--- src/rtl/array_fifo_ctrl.sv ---
// array_fifo_ctrl: ready/valid FIFO over an external 1R1W sync-read SRAM; ARRAY_FIFO_BYPASS_EN enables empty-FIFO bypass
module array_fifo_ctrl #(
  parameter int DEPTH  = 512,
  parameter int WIDTH  = 74,
  parameter int ADDR_W = 9
) (
  input  logic              clock,
  input  logic              reset_n,
  input  logic              enq_valid,
  output logic              enq_ready,
  input  logic [WIDTH-1:0]  enq_bits,
  output logic              deq_valid,
  input  logic              deq_ready,
  output logic [WIDTH-1:0]  deq_bits,
  output logic [ADDR_W+1:0] count,
  output logic [ADDR_W-1:0] R0_addr,
  output logic              R0_en,
  input  logic [WIDTH-1:0]  R0_data,
  output logic [ADDR_W-1:0] W0_addr,
  output logic              W0_en,
  output logic [WIDTH-1:0]  W0_data
);
  localparam logic [ADDR_W:0] MEM_FULL = (ADDR_W+1)'(DEPTH);
  logic [ADDR_W-1:0] wr_ptr, rd_ptr;
  logic [ADDR_W:0]   mem_cnt;
  logic              inflight;
  logic [1:0]        oq_cnt;
  logic [WIDTH-1:0]  oq_head, oq_tail;
  logic              enq_fire, deq_fire, rd_fire, bypass, wr_fire, oq_push;
  logic [2:0]        occ;
  logic [1:0]        oq_left;
  logic [WIDTH-1:0]  push_data;
  always_comb begin
    enq_ready = reset_n & (mem_cnt != MEM_FULL);
    enq_fire  = enq_valid & enq_ready;
    deq_valid = oq_cnt != 2'd0;
    deq_fire  = deq_valid & deq_ready;
    occ       = 3'(oq_cnt) + 3'(inflight) - 3'(deq_fire);
    rd_fire   = (mem_cnt != '0) & (occ < 3'd2);
`ifdef ARRAY_FIFO_BYPASS_EN
    bypass    = enq_fire & (mem_cnt == '0) & ~inflight & (occ < 3'd2);
`else
    bypass    = 1'b0;
`endif
    wr_fire   = enq_fire & ~bypass;
    oq_push   = inflight | bypass;
    push_data = inflight ? R0_data : enq_bits;
    oq_left   = oq_cnt - 2'(deq_fire);
  end
  assign W0_en    = wr_fire;
  assign W0_addr  = wr_ptr;
  assign W0_data  = enq_bits;
  assign R0_en    = rd_fire;
  assign R0_addr  = rd_ptr;
  assign deq_bits = oq_head;
  assign count    = (ADDR_W+2)'(mem_cnt) + (ADDR_W+2)'(inflight) + (ADDR_W+2)'(oq_cnt);
  always_ff @(posedge clock or negedge reset_n) begin
    if (!reset_n) begin
      wr_ptr   <= '0;
      rd_ptr   <= '0;
      mem_cnt  <= '0;
      inflight <= 1'b0;
      oq_cnt   <= 2'd0;
    end else begin
      wr_ptr   <= wr_ptr + ADDR_W'(wr_fire);
      rd_ptr   <= rd_ptr + ADDR_W'(rd_fire);
      mem_cnt  <= mem_cnt + (ADDR_W+1)'(wr_fire) - (ADDR_W+1)'(rd_fire);
      inflight <= rd_fire;
      oq_cnt   <= oq_cnt + 2'(oq_push) - 2'(deq_fire);
    end
  end
  // a pop shifts tail into head; a push lands in whichever slot is free after the pop
  always_ff @(posedge clock) begin
    if (deq_fire | (oq_push & (oq_cnt == 2'd0)))
      oq_head <= (deq_fire & (oq_cnt == 2'd2)) ? oq_tail : push_data;
    if (oq_push & (oq_left == 2'd1))
      oq_tail <= push_data;
  end
  always_ff @(posedge clock) begin
    if (reset_n) assert (!(oq_push && oq_left == 2'd2));
  end
endmodule

--- config.mk ---
export PLATFORM = sky130hd
export DESIGN_NAME = array_fifo_ctrl
export DESIGN_NICKNAME = d
export VERILOG_FILES = /design/src/rtl/array_fifo_ctrl.sv
export SDC_FILE = /design/constraint.sdc
export NUM_CORES = 1
export LEC_CHECK = 0
export CELL_PAD_IN_SITES_DETAIL_PLACEMENT = 1
export CELL_PAD_IN_SITES_GLOBAL_PLACEMENT = 1
export CORE_ASPECT_RATIO = 0.75
export CORE_MARGIN = 2
export CORE_UTILIZATION = 39
export CTS_CLUSTER_SIZE = 16
export DETAILED_ROUTE_END_ITERATION = 7
export PLACE_DENSITY_LB_ADDON = 0.05
export SYNTH_ARGS = -nofsm -noshare
export SYNTH_HDL_FRONTEND = slang
export SYNTH_SLANG_ARGS = --single-unit
--- constraint.sdc ---
create_clock -name clock -period 13 [get_ports clock]
set_input_delay 1.3 -clock clock [delete_from_list [all_inputs] [get_ports clock]]
set_output_delay 1.3 -clock clock [all_outputs]
set_load 0.02 [all_outputs]
Word level (Yosys, flattened, before mapping):

Index checks and enable logic that the tools add are counted.
W data, S select, Z words.

* mux-type cells: 2
* bitwise gates (word level): 8
* order comparisons: 1
* eq/ne operators: 3
* add/subtract/negate cells: 11
* reduce and logical (&&, ||, !) cells: 3

Operator list (count)
* $mux W74: 2
* $add A9 B1 Y9: 2
* $add A10 B1 Y11: 1
* $add A11 B2 Y11: 1
* $add A10 B1 Y10: 1
* $ne A10 B10 Y1 const B: 1
* $reduce_bool A10 Y1: 1
* $sub A10 B1 Y10: 1
* $and A1 B1 Y1: 7
* $sub A2 B1 Y2: 2
* $add A2 B1 Y3: 1
* $lt A3 B2 Y1 const B: 1
* $sub A3 B1 Y3: 1
* $add A2 B1 Y2: 1
* $eq A2 B1 Y1 const B: 1
* $eq A2 B2 Y1 const B: 1
* $logic_not A2 Y1: 1
* $reduce_bool A2 Y1: 1
* $or A1 B1 Y1: 1

* input port bits: 152
* word-level logic and storage cells: 35
* output and inout bits: 181
* bits in registers: 179

Logic depth before layout (Yosys ltp):

Gate-level depths: netlist (run 1).

* depth after elaboration: 6
* gate-level depth with buffers: 19
* depth with buffers taken out: 18

Worst setup path after synthesis (run 1):

OpenSTA, ideal clock, no wires.

* path kind: input -> register
* start: input deq_ready
* end: register oq_tail[0] (enable)
* slack: 5.142 ns
* arrival: 7.245 ns
* path buffers: 1
* required time: 12.388 ns
* stages: 4
* setup time: 0.612 ns
* cell sequence: nand3_2 -> buf_2 -> ha_1 -> nor3b_1

* longest elaborated chain between the ends: 4

RTL lines
* start: declaration: line 13 `input logic deq_ready,`
* $and A1 B1 Y1: line 37 `deq_fire = deq_valid & deq_ready;`
* $sub A2 B1 Y2: line 48 `oq_left = oq_cnt - 2'(deq_fire);`
* $eq A2 B1 Y1: line 76 `if (oq_push & (oq_left == 2'd1))`
* $and A1 B1 Y1: line 76
* end signal: assignment: line 77 `oq_tail <= push_data;`
* end: declaration: line 28 `logic [WIDTH-1:0] oq_head, oq_tail;`

Every way passes these cells.
A chain may end at the register's enable or synchronous reset.

Worst setup path in the final report (run 1):

* start: input deq_ready
* end: output R0_en

* longest elaborated chain between the ends: 4

RTL lines
* $and A1 B1 Y1: line 37
* $sub A3 B1 Y3: line 38 `occ = 3'(oq_cnt) + 3'(inflight) - 3'(deq_fire);`
* $lt A3 B2 Y1: line 39 `rd_fire = (mem_cnt != '0) & (occ < 3'd2);`
* $and A1 B1 Y1: line 39
* end: declaration: line 17 `output logic R0_en,`

Every way passes these cells.

==> metrics.yaml, run 1 <==
initial_core_util: 0.401
status: "finished, final reports clean"
synthCells: 570
final_cell_mix: "clkdlybuf4s50_1, edfxtp_1, mux2_2"
routed_wl_microns: 22700
synth.lib_cells_used.distinct: 37
skew_ns: 0.0123
postLayoutCellArea_sq_um: 12600
fin_nets: 1020
vias: 5412
drt_iter0_markers: 311
grt.overflow.total: 0
path_max_fanout: 77
vdd_drop_max_v: 0.000118
synth_seq_cells: 179
p_switching_uw: 1000
cts-root-buf: "clkbuf_16"
placed_cells: 1110
avgSynthCellArea_sq_um: 15.7
arrival_ns: 5.14
cp-endpoint: "R0_en"
clk_latency_ns: 0.43
port_buffers: 332
tightest_slew_ns: 1.17
clockBufferDepth: 2
power_leakage_uw: 0.00472
finalHoldViolCount: 0
num_io_pins: 333
cts_sinks: 179
cts_max_level: 4
max_freq_mhz: 155
holdBufCountCts: 0
via_per_inst: 4.74
critPathLaunch: "deq_ready"
wl_per_cell_microns: 19.9
min_path_type: "reg2reg"
first_pass_iters: 4
cts_tree: "built"
dpl.hpwl_microns: 17000
crit_required_ns: 11.70
coreArea_sq_um: 22300
fp.dieH_microns: 135
pwr-share-seq: 0.347
area_delta_synth_final_pct: 40.8
drv_slew: 0
ant_nets: 0
clk_pin_slew_ns: 0.07
cts-buffers-inserted: 17
grt_max_degree: 78
yosys_warnings: 0
layout-drive-gt1-share: 0.223
grt_pass1_wl_microns: 33900
fin_cells: 1142
regToRegSetupSlack_ns: 7.98
track_usage: 0.186
power_frac_comb: 0.470
yosysSeqAreaShare: 0.584
post_dp_cell_area_sq_um: 12000
r2r-end: "mem_cnt[8]"
synth_nets: 755
r2r_cells: 17
setup_viol: 0
rows: 47
cp-end-kind: "output pin"
netSwitchingFraction: 0.361
final_util: 0.565
cts_setup_buffers: 0
fp.dieW_microns: 179
clock_power_share: 0.182
final_common_cell: "clkdlybuf4s50_1"
antenna_found_initial: 0
rsz0062_at_grt: "false"
cts_resized: 0
critPathLaunchType: "input port"
p_int_uw: 1780
p_per_area_nw_per_um2: 221
first_global_vias: 5806
min_period_ns: 6.44
finalSetupTns_ns: 0
drc: 0
finalCritPeriodShare: 0.496
routabilityCongestion: 0.769
slew_headroom: 0.222
die_area_sq_um: 24200
synth_area_sq_um: 8940
timing.rr.start: "oq_cnt[1]"
critPathKind: "in2out"
maxCapViolations: 0
num_antenna_cells: 0
-- logic make-up after synthesis --
kind of cell               count (synthesis)  share of synthesized area
adders and majority gates                 33                     0.0495
and+or+nand+nor                           48                     0.0306
xor gates and xnor gates                  30                     0.0294
muxes                                    148                      0.207
AOI/OAI and AO/OA                         18                     0.0147
DFF                                      179                      0.584
buffers and inverters                    114                     0.0853
-- per-layer routing --
metal | global-route usage | wire length (microns)
met4 | 0.0407 | 162
met5 | 0 | 0
met3 | 0.0530 | 1810
met2 | 0.338 | 12000
met1 | 0.218 | 8770
-- state kept, by name (all words and copies together), names as in the netlist --
signal,cells
oq_cnt,2
deq_bits,74
inflight,1
R0_addr,9
W0_addr,9
oq_tail,74
mem_cnt,10
-- metrics by stage --
stage	setup WS (ns)	hold slack, ns	power, uW
final	6.56	0.483	2780
after floorplan	5.14	0.525	1790
after global routing	6.20	0.524	2940
after detailed placement	6.41	0.473	2310
after CTS	6.41	0.484	2820
after global placement	6.53	0.465	2250
-- area by class of cell --
class | count | area, sq um
Tap cell | 294 | 368
Clock inverter | 13 | 141
Fill cell | 2117 | 9690
Clock buffer | 19 | 433
Timing Repair Buffer | 336 | 3350
Inverter | 24 | 90.1
Sequential cell | 179 | 5220
Multi-Input combinational cell | 277 | 2990
-- cell usage after synthesis --
master	number	area [sq um]
edfxtp_1	148	4440
mux2_2	99	1110
buf_4	74	556
mux2_4	49	736
dfrtp_1	31	776
ha_1	29	363
xnor2_1	25	219
inv_1	24	90.1
nand2_1	11	41.3
buf_2	10	50.1
nand3_1	7	35.0
buf_6	6	67.6
and3_1	5	31.3
nand4_1	5	31.3
nor2_1	5	18.8
xor2_1	5	43.8
a21oi_1	4	20.0
fa_1	4	80.1
and2_1	3	18.8
nand3b_1	3	22.5
o21ai_0	3	15.0
o21bai_1	3	22.5
nand2b_1	2	12.5
nor3b_1	2	15.0
a211oi_1	1	7.51
a211oi_2	1	12.5
a21boi_0	1	7.51
a21o_1	1	7.51
a31oi_1	1	6.26
nand3_2	1	10.0
nand4b_1	1	8.76
nor2b_4	1	13.8
o211ai_1	1	7.51
o21bai_4	1	18.8
o22ai_1	1	6.26
or2b_1	1	7.51
or4_1	1	7.51
-- worst min path at each step --
stage	from	cells after the start	end	slack, ns
floorplan	oq_tail[0]	1	deq_bits[0]	0.52
global placement	R0_addr[8]	1	R0_addr[8]	0.47
detailed placement	W0_addr[8]	1	W0_addr[8]	0.47
CTS	W0_addr[8]	1	W0_addr[8]	0.48
global route	W0_addr[8]	1	W0_addr[8]	0.52
finish	W0_addr[8]	1	W0_addr[8]	0.48
-- worst max-delay path, stage by stage --
cell             delay, ns
clkdlybuf4s50_1       0.55
nand3_4               0.82
o21ai_0               0.43
ha_1                  0.21
inv_1                 0.05
fa_1                  0.37
xor2_1                0.15
a211oi_1              0.53
clkdlybuf4s50_1       0.72
-- power by group through the flow --
| stage | Clock [uW] | Sequential (uW) | Combinational (uW) |
|---|---|---|---|
| after global routing | 542 | 988 | 1410 |
| after detailed placement | 0 | 981 | 1330 |
| after floorplan | 0 | 1110 | 678 |
| after global placement | 0 | 970 | 1280 |
| final | 506 | 966 | 1310 |
| after CTS | 518 | 970 | 1330 |
Note: power is estimated with default switching activity, not from simulation.
==> inputs of run 2 (changes only) <==
--- a/config.mk
+++ b/config.mk
@@ -9,7 +9,7 @@
 export CELL_PAD_IN_SITES_GLOBAL_PLACEMENT = 1
 export CORE_ASPECT_RATIO = 0.75
 export CORE_MARGIN = 2
-export CORE_UTILIZATION = 39
+export CORE_UTILIZATION = 36
 export CTS_CLUSTER_SIZE = 16
 export DETAILED_ROUTE_END_ITERATION = 7
 export PLACE_DENSITY_LB_ADDON = 0.05
==> constraint.sdc (replaced) <==
create_clock -name clock -period 6.65 [get_ports clock]
set_input_delay 0.665 -clock clock [delete_from_list [all_inputs] [get_ports clock]]
set_output_delay 0.665 -clock clock [all_outputs]
set_load 0.02 [all_outputs]
==> run 2 against run 1 <==
  * Critical endpoint is now mem_cnt[8]
  * Largest power group unchanged
  * Worst setup slack got worse by 4.0 ns
  * Highest routed layer is now met5
  * Critical path depth increased by 9
  * Combinational power rose by 95%
==> metrics.yaml, run 2 (synthesized netlist as in run 1, its figures left out) <==
status: "finished, final reports clean"
ant_nets: 0
p_per_area_nw_per_um2: 427
rows: 49
cts_setup_buffers: 0
fin_nets: 1022
port_buffers: 332
max_freq_mhz: 241
critPathLaunchType: "input port"
rsz0062_at_grt: "false"
die_area_sq_um: 26100
cts_resized: 0
fp.dieW_microns: 186
final_common_cell: "clkdlybuf4s50_1"
clockBufferDepth: 2
finalSetupTns_ns: 0
critPathKind: "in2reg"
holdBufCountCts: 0
routabilityCongestion: 0.747
grt.overflow.total: 0
crit_required_ns: 6.95
cts_tree: "built"
drt_iter0_markers: 221
fin_ws_ns: 2.51
setup_viol: 0
cts_max_level: 4
final_cell_mix: "clkdlybuf4s50_1, edfxtp_1, mux2_2"
cp-end-kind: "flop"
vias: 5463
placed_cells: 1149
area_delta_synth_final_pct: 41.5
dpl.hpwl_microns: 16900
clk_pin_slew_ns: 0.07
min_period_ns: 4.14
via_per_inst: 4.62
critPathLaunch: "deq_ready"
layout-drive-gt1-share: 0.226
first_pass_iters: 4
grt_max_degree: 76
tightest_slew_ns: 1.05
drc: 0
cts_sinks: 179
track_usage: 0.172
finalHoldViolCount: 0
drv_slew: 0
fin_cells: 1182
clk_latency_ns: 0.43
grt_pass1_wl_microns: 34000
place_ws_ns: 2.02
cts-buffers-inserted: 17
coreArea_sq_um: 24200
skew_ns: 0.0139
first_global_vias: 5903
routed_wl_microns: 22400
arrival_ns: 4.44
timing.rr.start: "inflight"
maxCapViolations: 0
antenna_found_initial: 2
cp-endpoint: "mem_cnt[8]"
num_io_pins: 333
regToRegSetupSlack_ns: 2.69
wl_per_cell_microns: 18.9
initial_core_util: 0.369
r2r-end: "mem_cnt[8]"
path_max_fanout: 4
finalCritPeriodShare: 0.623
fp.dieH_microns: 141
power_leakage_uw: 0.00474
vdd_drop_max_v: 0.000232
cts-root-buf: "clkbuf_16"
slew_headroom: 0.301
min_path_type: "reg2reg"
r2r_cells: 15
[run 2: cell type report]
| cell class | count | area [sq um] |
|---|---|---|
| Fill cell | 2358 | 11600 |
| Sequential cell | 179 | 5220 |
| Timing Repair Buffer | 338 | 3370 |
| Multi-Input combinational cell | 277 | 2990 |
| Clock buffer | 17 | 425 |
| Tap cell | 331 | 414 |
| Clock inverter | 15 | 139 |
| Inverter | 24 | 90.1 |
| Antenna cell | 1 | 2.50 |
[run 2: metal layers]
layer	global-route usage	routed length, microns
met1	0.201	8740
met2	0.299	11400
met3	0.0616	2050
met4	0.0423	142
met5	0	10
[run 2: metrics by stage]
stage / area (sq um) / hold WS, ns / utilization / total power, uW
2_1_floorplan: 8950 / 0.369 / - / 3490
3_3_place_gp: 12100 / 0.464 / 0.499 / 4430
3_5_place_dp: 12100 / 0.468 / 0.499 / 4510
4_1_cts: 12700 / 0.480 / 0.522 / 5500
5_1_grt: 12700 / 0.513 / 0.522 / 5730
6_report: 12700 / 0.482 / 0.523 / 5400
[run 2: worst max-delay path, cell delays in order]
cell and delay, ns:
clkdlybuf4s50_1 0.56, nand3_4 0.10, o21ai_0 0.13, ha_1 0.20, inv_1 0.05, fa_1 0.37
xor2_1 0.15, a211oi_1 0.48, ha_1 0.32, inv_1 0.05, ha_1 0.15, inv_1 0.05
fa_1 0.43, nor2b_4 0.16, o21bai_4 0.07, a211oi_2 0.24, or4_1 0.16, nand4b_1 0.09
[run 2: worst min path at each step]
stage / to / depth (start not counted) / start
floorplan: R0_addr[0] / 0 / reset_n
detailed placement: W0_addr[8] / 1 / W0_addr[8]
global placement: R0_addr[8] / 1 / R0_addr[8]
global route: W0_addr[8] / 1 / W0_addr[8]
CTS: R0_addr[8] / 1 / R0_addr[8]
finish: W0_addr[8] / 1 / W0_addr[8]
[run 2: where the power goes]
group | internal, uW | leakage [uW] | switching [uW] | total (uW)
clock network | 497 | 0.000277 | 466 | 963
registers | 1680 | 0.00177 | 195 | 1880
logic | 1250 | 0.00270 | 1310 | 2560
total | 3430 | 0.00474 | 1970 | 5400
